<file path="src/rtl/button_reader.sv">
// Synchronizes, debounces and edge-detects N active-low button inputs.
// Define BTN_LONGPRESS_EN to build the per-channel long-press detector.
module button_reader #(
  parameter int unsigned N               = 4,
  parameter int unsigned DEBOUNCE_CYCLES = 120000,
  parameter int unsigned LONG_CYCLES     = 12000000
) (
  input  logic         clk,
  input  logic         rst,
  input  logic [N-1:0] btn_n,
  output logic [N-1:0] level,
  output logic [N-1:0] press,
  output logic [N-1:0] release_o,
  output logic [N-1:0] long
);

  localparam int unsigned   CW       = $clog2(DEBOUNCE_CYCLES + 1);
  localparam logic [CW-1:0] CNT_LAST = CW'(DEBOUNCE_CYCLES - 1);
`ifdef BTN_LONGPRESS_EN
  localparam int unsigned   LW        = $clog2(LONG_CYCLES + 1);
  localparam logic [LW-1:0] LONG_LAST = LW'(LONG_CYCLES - 1);
`endif

  typedef enum logic [1:0] {
    RELEASED,
    PRESS_WAIT,
    PRESSED,
    RELEASE_WAIT
  } state_e;

  if (N < 1 || N > 8) begin : g_bad_n
    $error("button_reader: N must be 1..8");
  end
  if (DEBOUNCE_CYCLES < 2) begin : g_bad_db
    $error("button_reader: DEBOUNCE_CYCLES must be >= 2");
  end
  if (LONG_CYCLES < 1) begin : g_bad_long
    $error("button_reader: LONG_CYCLES must be >= 1");
  end

  logic [N-1:0] meta_q, meta_d;
  logic [N-1:0] sync_q, sync_d;

  always_comb begin
    meta_d = ~btn_n;
    sync_d = meta_q;
  end

  always_ff @(posedge clk) begin
    if (rst) begin
      meta_q <= '0;
      sync_q <= '0;
    end else begin
      meta_q <= meta_d;
      sync_q <= sync_d;
    end
  end

  for (genvar i = 0; i < N; i++) begin : g_ch
    state_e        state_q, state_d;
    logic [CW-1:0] cnt_q, cnt_d;
    logic          level_q, level_d;
    logic          press_q, press_d;
    logic          release_q, release_d;
    logic          s;

    assign s = sync_q[i];

    always_ff @(posedge clk) begin
      if (rst) begin
        state_q <= RELEASED;
        cnt_q   <= '0;
      end else begin
        state_q <= state_d;
        cnt_q   <= cnt_d;
      end
    end

    // Counter is compared against its last value before incrementing, so it never wraps.
    always_comb begin
      state_d = state_q;
      cnt_d   = cnt_q;
      case (state_q)
        RELEASED: begin
          if (s) begin
            state_d = PRESS_WAIT;
            cnt_d   = CW'(1);
          end else begin
            cnt_d = '0;
          end
        end
        PRESS_WAIT: begin
          if (!s) begin
            state_d = RELEASED;
            cnt_d   = '0;
          end else if (cnt_q == CNT_LAST) begin
            state_d = PRESSED;
            cnt_d   = '0;
          end else begin
            cnt_d = cnt_q + CW'(1);
          end
        end
        PRESSED: begin
          if (!s) begin
            state_d = RELEASE_WAIT;
            cnt_d   = CW'(1);
          end
        end
        RELEASE_WAIT: begin
          if (s) begin
            state_d = PRESSED;
            cnt_d   = '0;
          end else if (cnt_q == CNT_LAST) begin
            state_d = RELEASED;
            cnt_d   = '0;
          end else begin
            cnt_d = cnt_q + CW'(1);
          end
        end
        default: begin
          state_d = RELEASED;
          cnt_d   = '0;
        end
      endcase
    end

    always_comb begin
      level_d   = level_q;
      press_d   = 1'b0;
      release_d = 1'b0;
      case (state_q)
        PRESS_WAIT: begin
          if (s && cnt_q == CNT_LAST) begin
            press_d = 1'b1;
            level_d = 1'b1;
          end
        end
        RELEASE_WAIT: begin
          if (!s && cnt_q == CNT_LAST) begin
            release_d = 1'b1;
            level_d   = 1'b0;
          end
        end
        default: ;
      endcase
    end

    always_ff @(posedge clk) begin
      if (rst) begin
        level_q   <= 1'b0;
        press_q   <= 1'b0;
        release_q <= 1'b0;
      end else begin
        level_q   <= level_d;
        press_q   <= press_d;
        release_q <= release_d;
      end
    end

    assign level[i]     = level_q;
    assign press[i]     = press_q;
    assign release_o[i] = release_q;

`ifdef BTN_LONGPRESS_EN
    logic [LW-1:0] lcnt_q, lcnt_d;
    logic          fired_q, fired_d;
    logic          long_q, long_d;

    // Counts while the debounced level is high, so bounces through RELEASE_WAIT keep the count.
    always_comb begin
      lcnt_d  = lcnt_q;
      fired_d = fired_q;
      long_d  = 1'b0;
      if (!level_q || release_d) begin
        lcnt_d  = '0;
        fired_d = 1'b0;
      end else if (!fired_q) begin
        if (lcnt_q == LONG_LAST) begin
          long_d  = 1'b1;
          fired_d = 1'b1;
        end else begin
          lcnt_d = lcnt_q + LW'(1);
        end
      end
    end

    always_ff @(posedge clk) begin
      if (rst) begin
        lcnt_q  <= '0;
        fired_q <= 1'b0;
        long_q  <= 1'b0;
      end else begin
        lcnt_q  <= lcnt_d;
        fired_q <= fired_d;
        long_q  <= long_d;
      end
    end

    assign long[i] = long_q;
`else
    assign long[i] = 1'b0;
`endif
  end

endmodule

</file>
<file path="config.mk">
export PLATFORM = sky130hd
export DESIGN_NAME = button_reader
export DESIGN_NICKNAME = d
export VERILOG_FILES = /design/src/rtl/button_reader.sv
export SDC_FILE = /design/constraint.sdc
export NUM_CORES = 1
export LEC_CHECK = 0
export CAP_MARGIN = 0
export CORE_AREA = 4 4 122 124
export CTS_CLUSTER_DIAMETER = 150
export DETAILED_ROUTE_END_ITERATION = 10
export DIE_AREA = 0 0 126 128
export PLACE_DENSITY = 0.54
export SYNTH_ARGS = -nofsm -noshare
export SYNTH_HDL_FRONTEND = slang
export SYNTH_SLANG_ARGS = --single-unit
</file>
<file path="constraint.sdc">
create_clock -name clk -period 2.7 [get_ports clk]
set_clock_uncertainty 0.15 [all_clocks]
set_input_delay 0.27 -clock clk [delete_from_list [all_inputs] [get_ports clk]]
set_output_delay 0.27 -clock clk [all_outputs]
set_load 0.01 [all_outputs]
</file>
==> results of run 1 <==
[placed cells by master (no fill, tap or decap), types with 5 or more instances in the layout]
cell type	netlist	layout
dfxtp_1	96	96
nand2_1	50	50
nor2_1	49	49
nand3_1	40	40
a21oi_1	30	30
xor2_1	18	18
mux2i_1	17	17
clkdlybuf4s50_1	0	16
and3_1	15	15
a31oi_1	15	15
nand4_1	13	13
o21ai_0	12	12
nor3_1	10	10
clkbuf_16	0	9
nor4_1	8	8
a22o_1	8	8
inv_1	8	8
buf_4	17	8
nor2b_1	7	7
nand2b_1	7	7
a22oi_1	6	6
a21o_1	6	6
nand4b_1	5	5
o21ai_1	5	5
[worst reg2reg max path, cell delays in order, from the launching register on]
cell and delay (ns):
dfxtp_1 0.42, ha_1 0.24, nand3_1 0.20, nor4_2 0.49, a21oi_2 0.32, nor2_1 0.30
nor2_1 0.08
[flip-flops by register name, summed over array words and instances, names as in the netlist, named ones only]
signal and count:
g_ch.release_q 4, meta_q 4, g_ch.state_q 4, g_ch.press_q 4, g_ch.level_q 4, sync_q 4
g_ch.cnt_q 68
[through the flow]
step           std cells  instance area, um^2  setup slack [ns]  power [uW]  utilization, %
6_report             731                 5270             0.400        2820            38.3
5_1_grt              731                 5270             0.151        2920            38.3
4_1_cts              731                 5270             0.381        2870            38.3
3_5_place_dp         715                 4960             0.421        1540            36.0
3_3_place_gp         715                 4960             0.475        1540            36.0
2_1_floorplan        545                 4730             0.751        1520               -
[final timing paths]
path,startpoint,endpoint,slack [ns]
worst min register to register,meta_q[0],sync_q[0],0.29
worst max-delay path,g_ch[3].cnt_q[0],g_ch[3].cnt_q[16],0.40
worst min-delay path,btn_n[3],meta_q[3],0.28
worst max register to register,g_ch[3].cnt_q[0],g_ch[3].cnt_q[16],0.40
[routing by layer]
layer,up-vias,routed length [um],track usage (%)
li1,1964,-,-
met4,0,263,7.38
met2,61,4360,19.6
met3,16,306,2.29
met1,1802,4900,16.9
met5,-,0,0
[synth_stat cells (all sizes together) (5+ instances only)]
cell type	number
dfxtp	96
nand2	51
nor2	51
nand3	41
a21oi	34
buf	27
o21ai	18
xor2	18
mux2i	17
a31oi	15
and3	15
nand4	13
nor3	13
nor4	13
a22o	8
clkbuf	8
inv	8
nand2b	7
nor2b	7
a21o	6
a22oi	6
nand4b	5
[final cells by class]
| cell class | instances | area, um^2 | share of cell area (%) |
|---|---|---|---|
| multi-input cells | 405 | 2560 | 48.5 |
| flip-flops and latches | 96 | 1920 | 36.4 |
| clock buffers | 10 | 239 | 4.53 |
| repair buffers | 25 | 225 | 4.27 |
| well taps | 180 | 225 | 4.27 |
| clock inverters | 6 | 68.8 | 1.31 |
| inverters | 9 | 33.8 | 0.641 |
[power groups by stage]
stage	registers [uW]	logic (uW)	clock network, uW
final	1440	65.6	1320
after global routing	1440	73.2	1410
after CTS	1440	66.6	1360
after detailed placement	1470	66.5	0
after global placement	1470	65.8	0
after floorplan	1470	53.9	0
[logic make-up after synthesis]
group	after synthesis	synth area share [%]
compound gates	102	14.4
xor+xnor	22	4.08
fa+ha+maj	4	1.06
buf+inv	44	5.33
flops	96	40.7
mux	17	3.60
other cells	1	0.0794
simple gates	256	30.7
==> qor.csv, run 1 <==
stage;metric;value;unit
timing;WHS;0.278;ns
timing;slew margin rel.;45.4;%
clocking;CTS Root Cell;clkbuf_16;
grt;pin count of the biggest net entering global routing;35;
timing;Max Transition Viols Final;0;
grt;initial antenna violation count;0;
floorplan;Core ar.;13800;um^2
worst_setup_path;endpoint type of the worst setup path;flop;
timing;post-route minimum period;2.30;ns
power;sw frac;22.0;%
route;Vias;3843;
worst_setup_path;CP required;2.79;ns
worst_setup_path;delay-heaviest family, CP;simple AND/OR/NAND/NOR gates;
synthesis;sequential area share after synthesis;40.7;%
synthesis;Netlist cell types;67;
route;Starting DRT DRC Count;231;
route;Routed WL per cell;13.4;um
timing;setup TNS;0;ns
synthesis;Synth async-reset ratio;0;%
worst_setup_path;CP startpoint kind;flop;
final_layout;nets;556;
worst_setup_path;cell breakdown of the critical path;ha_1 > nand3_1 > nor4_2 > a21oi_2 > nor2_1 > nor2_1;
worst_setup_path;R2R cell count;6;
synthesis;Seq cells post-synth;96;
worst_setup_path;Crit path top cell by count;nor2_1;
synthesis;Synth area leader;dfxtp_1;
timing;Hold Vio Cnt, Final;0;
final_layout;Ant. Diodes;0;
floorplan;# rows;43;
route;via/cell ratio;5.26;
clocking;# hold bufs at CTS;0;
power;leakage;0.00183;uW
grt;global route overflow;0;
grt;first-pass GRT wire length;17000;um
worst_hold_path;Worst Hold Depth;2;
route;First-pass DRT Iterations;4;
worst_setup_path;CP Class;flop to flop;
timing;unrepaired setup endpoints after global routing;false;
final_layout;fraction of final layout cells sized beyond drive strength 1;9.26;%
route;DR DRC count;0;
clocking;setup repair bufs after CTS;0;
placement;port bufs;17;
worst_setup_path;crit path max fanout;18;
floorplan;Die Area;16100;um^2
synthesis;top cells by area, synth;dfxtp_1 41%, nand3_1 4.2%, nand2_1 4.0%;
synthesis;Yosys warning count;0;
power;Seq pwr share;51.0;%
clocking;CTS tree;built;
synthesis;syn avg cell area;8.71;um^2
clocking;CTS buffer count;9;
floorplan;die width;126;um
clocking;later-pin clock latency in the skew report;0.35;ns
clocking;CTS H-tree depth;3;
synthesis;area of the mapped netlist;4720;um^2
floorplan;IO Pins;22;
power;net switching power figure;620;uW
grt;vias in the first global route;3634;
timing;FMAX;435;MHz
final_layout;Area growth syn-to-layout;11.7;%
timing;Worst Tran Pin Value;0.812;ns
synthesis;Post-synth EDFFs;0;
clocking;clock buffer depth;2;
clocking;CTS Sinks;96;
timing;post-route clock period utilization;85.2;%
status;status;finished clean;
clocking;post-cts sizing count;0;
power;VDD IR max;0.241;mV
power;internal power;2200;uW
power;clock group share of total power;46.7;%
flow_run;max-cap violations;0;
worst_setup_path;Worst Path Arrival;2.39;ns
worst_setup_path;slowest stage delay, CP;0.49;ns
final_layout;filler cell count;1422;
worst_setup_path;CP max-delay cell;nor4_2;
synthesis;main flop type after synthesis;dfxtp_1;
power;Comb pwr share;2.3;%
floorplan;Starting Density;34.3;%
placement;post-DP HPWL;6730;um
grt;GRT Util Overall;12.8;%
synthesis;Mapped Cells;542;
worst_setup_path;CP bufs+invs;0;
timing;final setup violating endpoints;0;
route;routed wire length;9830;um
clocking;clock-pin slew on the worst setup and hold paths;0.07;ns
placement;GPL Wtd Cong;0.794;
worst_hold_path;Worst Hold Class;input pin to flop;
synthesis;top cell type's share of synthesized area;40.7;%
worst_setup_path;Levels on crit path;6;
floorplan;Die Y;128;um
route;antenna viol nets, final;0;
power;PD cells;536;nW/um^2
Power figures use the tool's default switching activity.
==> inputs of run 2 (changes only) <==
- CORE_AREA: 4 4 122 124 -> 4 4 105 107
- CTS_CLUSTER_SIZE: not set -> 30
- DIE_AREA: 0 0 126 128 -> 0 0 109 111
- PLACE_DENSITY: 0.54 -> 0.68
- clock period: 2.7 -> 2.9 ns (I/O delays scaled with it)
==> run 2 against run 1 <==
First-iteration DRC count is 37% lower; global-route usage is 3.0 points higher; largest power group unchanged; critical path type unchanged; die area is 25% lower.
==> qor.csv, run 2 (synthesis gave the netlist of run 1 again) <==
stage;metric;value;unit;change
route;routed wire length;9060;um;was 9830 um
worst_setup_path;crit path max fanout;12;;was 18
timing;Worst Tran Pin Value;0.735;ns;was 0.812 ns
route;Vias;3801;;was 3843
flow_run;max-cap violations;0;;unchanged
clocking;clock-pin slew on the worst setup and hold paths;0.09;ns;was 0.07 ns
timing;Max Transition Viols Final;0;;unchanged
status;status;finished clean;;unchanged
floorplan;# rows;37;;was 43
power;VDD IR max;0.215;mV;was 0.241 mV
timing;final setup violating endpoints;0;;unchanged
grt;vias in the first global route;3553;;was 3634
floorplan;Starting Density;46.6;%;was 34.3%
final_layout;Largest register FFs;68;;unchanged
clocking;later-pin clock latency in the skew report;0.36;ns;was 0.35 ns
worst_setup_path;endpoint type of the worst setup path;flop;;unchanged
final_layout;Design Area, Final;5090;um^2;was 5270 um^2
worst_setup_path;CP startpoint kind;flop;;unchanged
timing;post-route clock period utilization;76.7;%;was 85.2%
floorplan;die width;109;um;was 126 um
placement;dpl cell area;4890;um^2;was 4960 um^2
route;Routed WL per cell;13.2;um;was 13.4 um
timing;slew margin rel.;51.0;%;was 45.4%
clocking;CTS Root Cell;clkbuf_8;;was clkbuf_16
final_layout;most frequent cells in the layout;96 x dfxtp_1, 50 x nand2_1, 49 x nor2_1;;unchanged
grt;GRT Util Overall;15.8;%;was 12.8%
grt;initial antenna violation count;0;;unchanged
clocking;post-cts sizing count;0;;unchanged
timing;unrepaired setup endpoints after global routing;false;;unchanged
final_layout;largest register by flop count;g_ch.cnt_q;;unchanged
worst_setup_path;CP max-delay cell;or4b_1;;was nor4_2
worst_setup_path;slowest stage delay, CP;0.48;ns;was 0.49 ns
placement;post-DP HPWL;6440;um;was 6730 um
clocking;CTS Sinks;96;;unchanged
power;leakage;0.00176;uW;was 0.00183 uW
route;antenna viol nets, final;0;;unchanged
grt;first-pass GRT wire length;16000;um;was 17000 um
route;via/cell ratio;5.56;;was 5.26
clocking;CTS tree;built;;unchanged
placement;GPL Wtd Cong;0.838;;was 0.794
clocking;# hold bufs at CTS;0;;unchanged
floorplan;Die Y;111;um;was 128 um
clocking;setup repair bufs after CTS;0;;unchanged
final_layout;Area growth syn-to-layout;7.82;%;was 11.7%
timing;setup TNS;0;ns;unchanged
floorplan;Core ar.;10100;um^2;was 13800 um^2
clocking;CTS H-tree depth;3;;unchanged
route;DR DRC count;0;;unchanged
final_layout;fraction of final layout cells sized beyond drive strength 1;8.76;%;was 9.26%
final_layout;commonest non-fill, non-tap cell in the layout;dfxtp_1;;unchanged
grt;global route overflow;0;;unchanged
worst_setup_path;Worst Path Arrival;2.36;ns;was 2.39 ns
floorplan;Die Area;12100;um^2;was 16100 um^2
clocking;clock buffer depth;2;;unchanged
worst_hold_path;Worst Hold Class;input pin to flop;;unchanged
worst_setup_path;CP required;3.04;ns;was 2.79 ns
timing;Hold Vio Cnt, Final;0;;unchanged
worst_setup_path;cell breakdown of the critical path;ha_1 > nand3_1 > nor4_4 > a21oi_2 > or4b_1 > a31oi_1;;was ha_1 > nand3_1 > nor4_2 > a21oi_2 > nor2_1 > nor2_1
placement;port bufs;17;;unchanged
timing;FMAX;450;MHz;was 435 MHz
timing;post-route minimum period;2.22;ns;was 2.30 ns
power;PD cells;450;nW/um^2;was 536 nW/um^2
grt;pin count of the biggest net entering global routing;35;;unchanged
worst_hold_path;Worst Hold Depth;3;;was 2
worst_setup_path;CP Class;flop to flop;;unchanged
route;First-pass DRT Iterations;4;;unchanged
clocking;CTS buffer count;9;;unchanged
floorplan;IO Pins;22;;unchanged
worst_setup_path;R2R cell count;6;;unchanged
final_layout;Ant. Diodes;0;;unchanged
final_layout;nets;553;;was 556
route;Starting DRT DRC Count;146;;was 231
-- run 2: cell count changes in the layout (fill, tap and decap cells not counted), sizes merged --
cell	before	now
buf	9	6
clkinv	5	2
clkinvlp	1	3
inv	8	10
clkbuf	10	9
-- run 2: per-stage QoR --
step / total power (uW) / util (%) / instances / setup WS [ns] / hold slack, ns
6_report: 2290 / 50.2 / 684 / 0.677 / 0.246
5_1_grt: 2400 / 50.2 / 684 / 0.421 / 0.254
4_1_cts: 2310 / 50.2 / 684 / 0.683 / 0.228
3_5_place_dp: 1430 / 48.2 / 668 / 0.697 / 0.280
3_3_place_gp: 1430 / 48.2 / 668 / 0.783 / 0.272
2_1_floorplan: 1420 / - / 545 / 0.951 / 0.207
-- run 2: per-layer routing --
| layer | global-route usage (%) | wire length [um] | vias up | share of wire, % |
|---|---|---|---|---|
| met3 | 2.62 | 294 | 10 | 3.2 |
| met4 | 5.05 | 114 | 0 | 1.3 |
| li1 | - | - | 1970 | - |
| met1 | 21.6 | 4530 | 1762 | 50 |
| met2 | 25.2 | 4120 | 59 | 45 |
| met5 | 0 | 0 | - | 0 |
-- run 2: area by class of cell --
type                            instances  area [um^2]
Clock buffer                            9          124
Clock inverter                          7         78.8
Fill cell                             950         5050
Inverter                                9         33.8
Multi-Input combinational cell        405         2560
Sequential cell                        96         1920
Tap cell                              136          170
Timing Repair Buffer                   22          203
-- run 2: final timing paths --
check             slack, ns             start                 to
setup / recovery       0.68  g_ch[0].cnt_q[0]  g_ch[0].cnt_q[14]
setup reg to reg       0.68  g_ch[0].cnt_q[0]  g_ch[0].cnt_q[14]
hold / removal         0.25               rst          meta_q[2]
hold reg to reg        0.30         meta_q[3]          sync_q[3]
-- run 2: critical path: cells and delay by family, from the launching register on --
family	cells	cell delay, ns
flip-flops	1	0.36
AO/OA/AOI/OAI	2	0.62
adder cells (fa/ha/maj)	1	0.24
AND/OR/NAND/NOR	3	0.79
-- run 2: report_power, final --
part	internal [uW]	switching [uW]	leakage (uW)
clock	406	481	0.0000925
sequential	1330	11.8	0.000776
combinational	27.4	32.8	0.000891
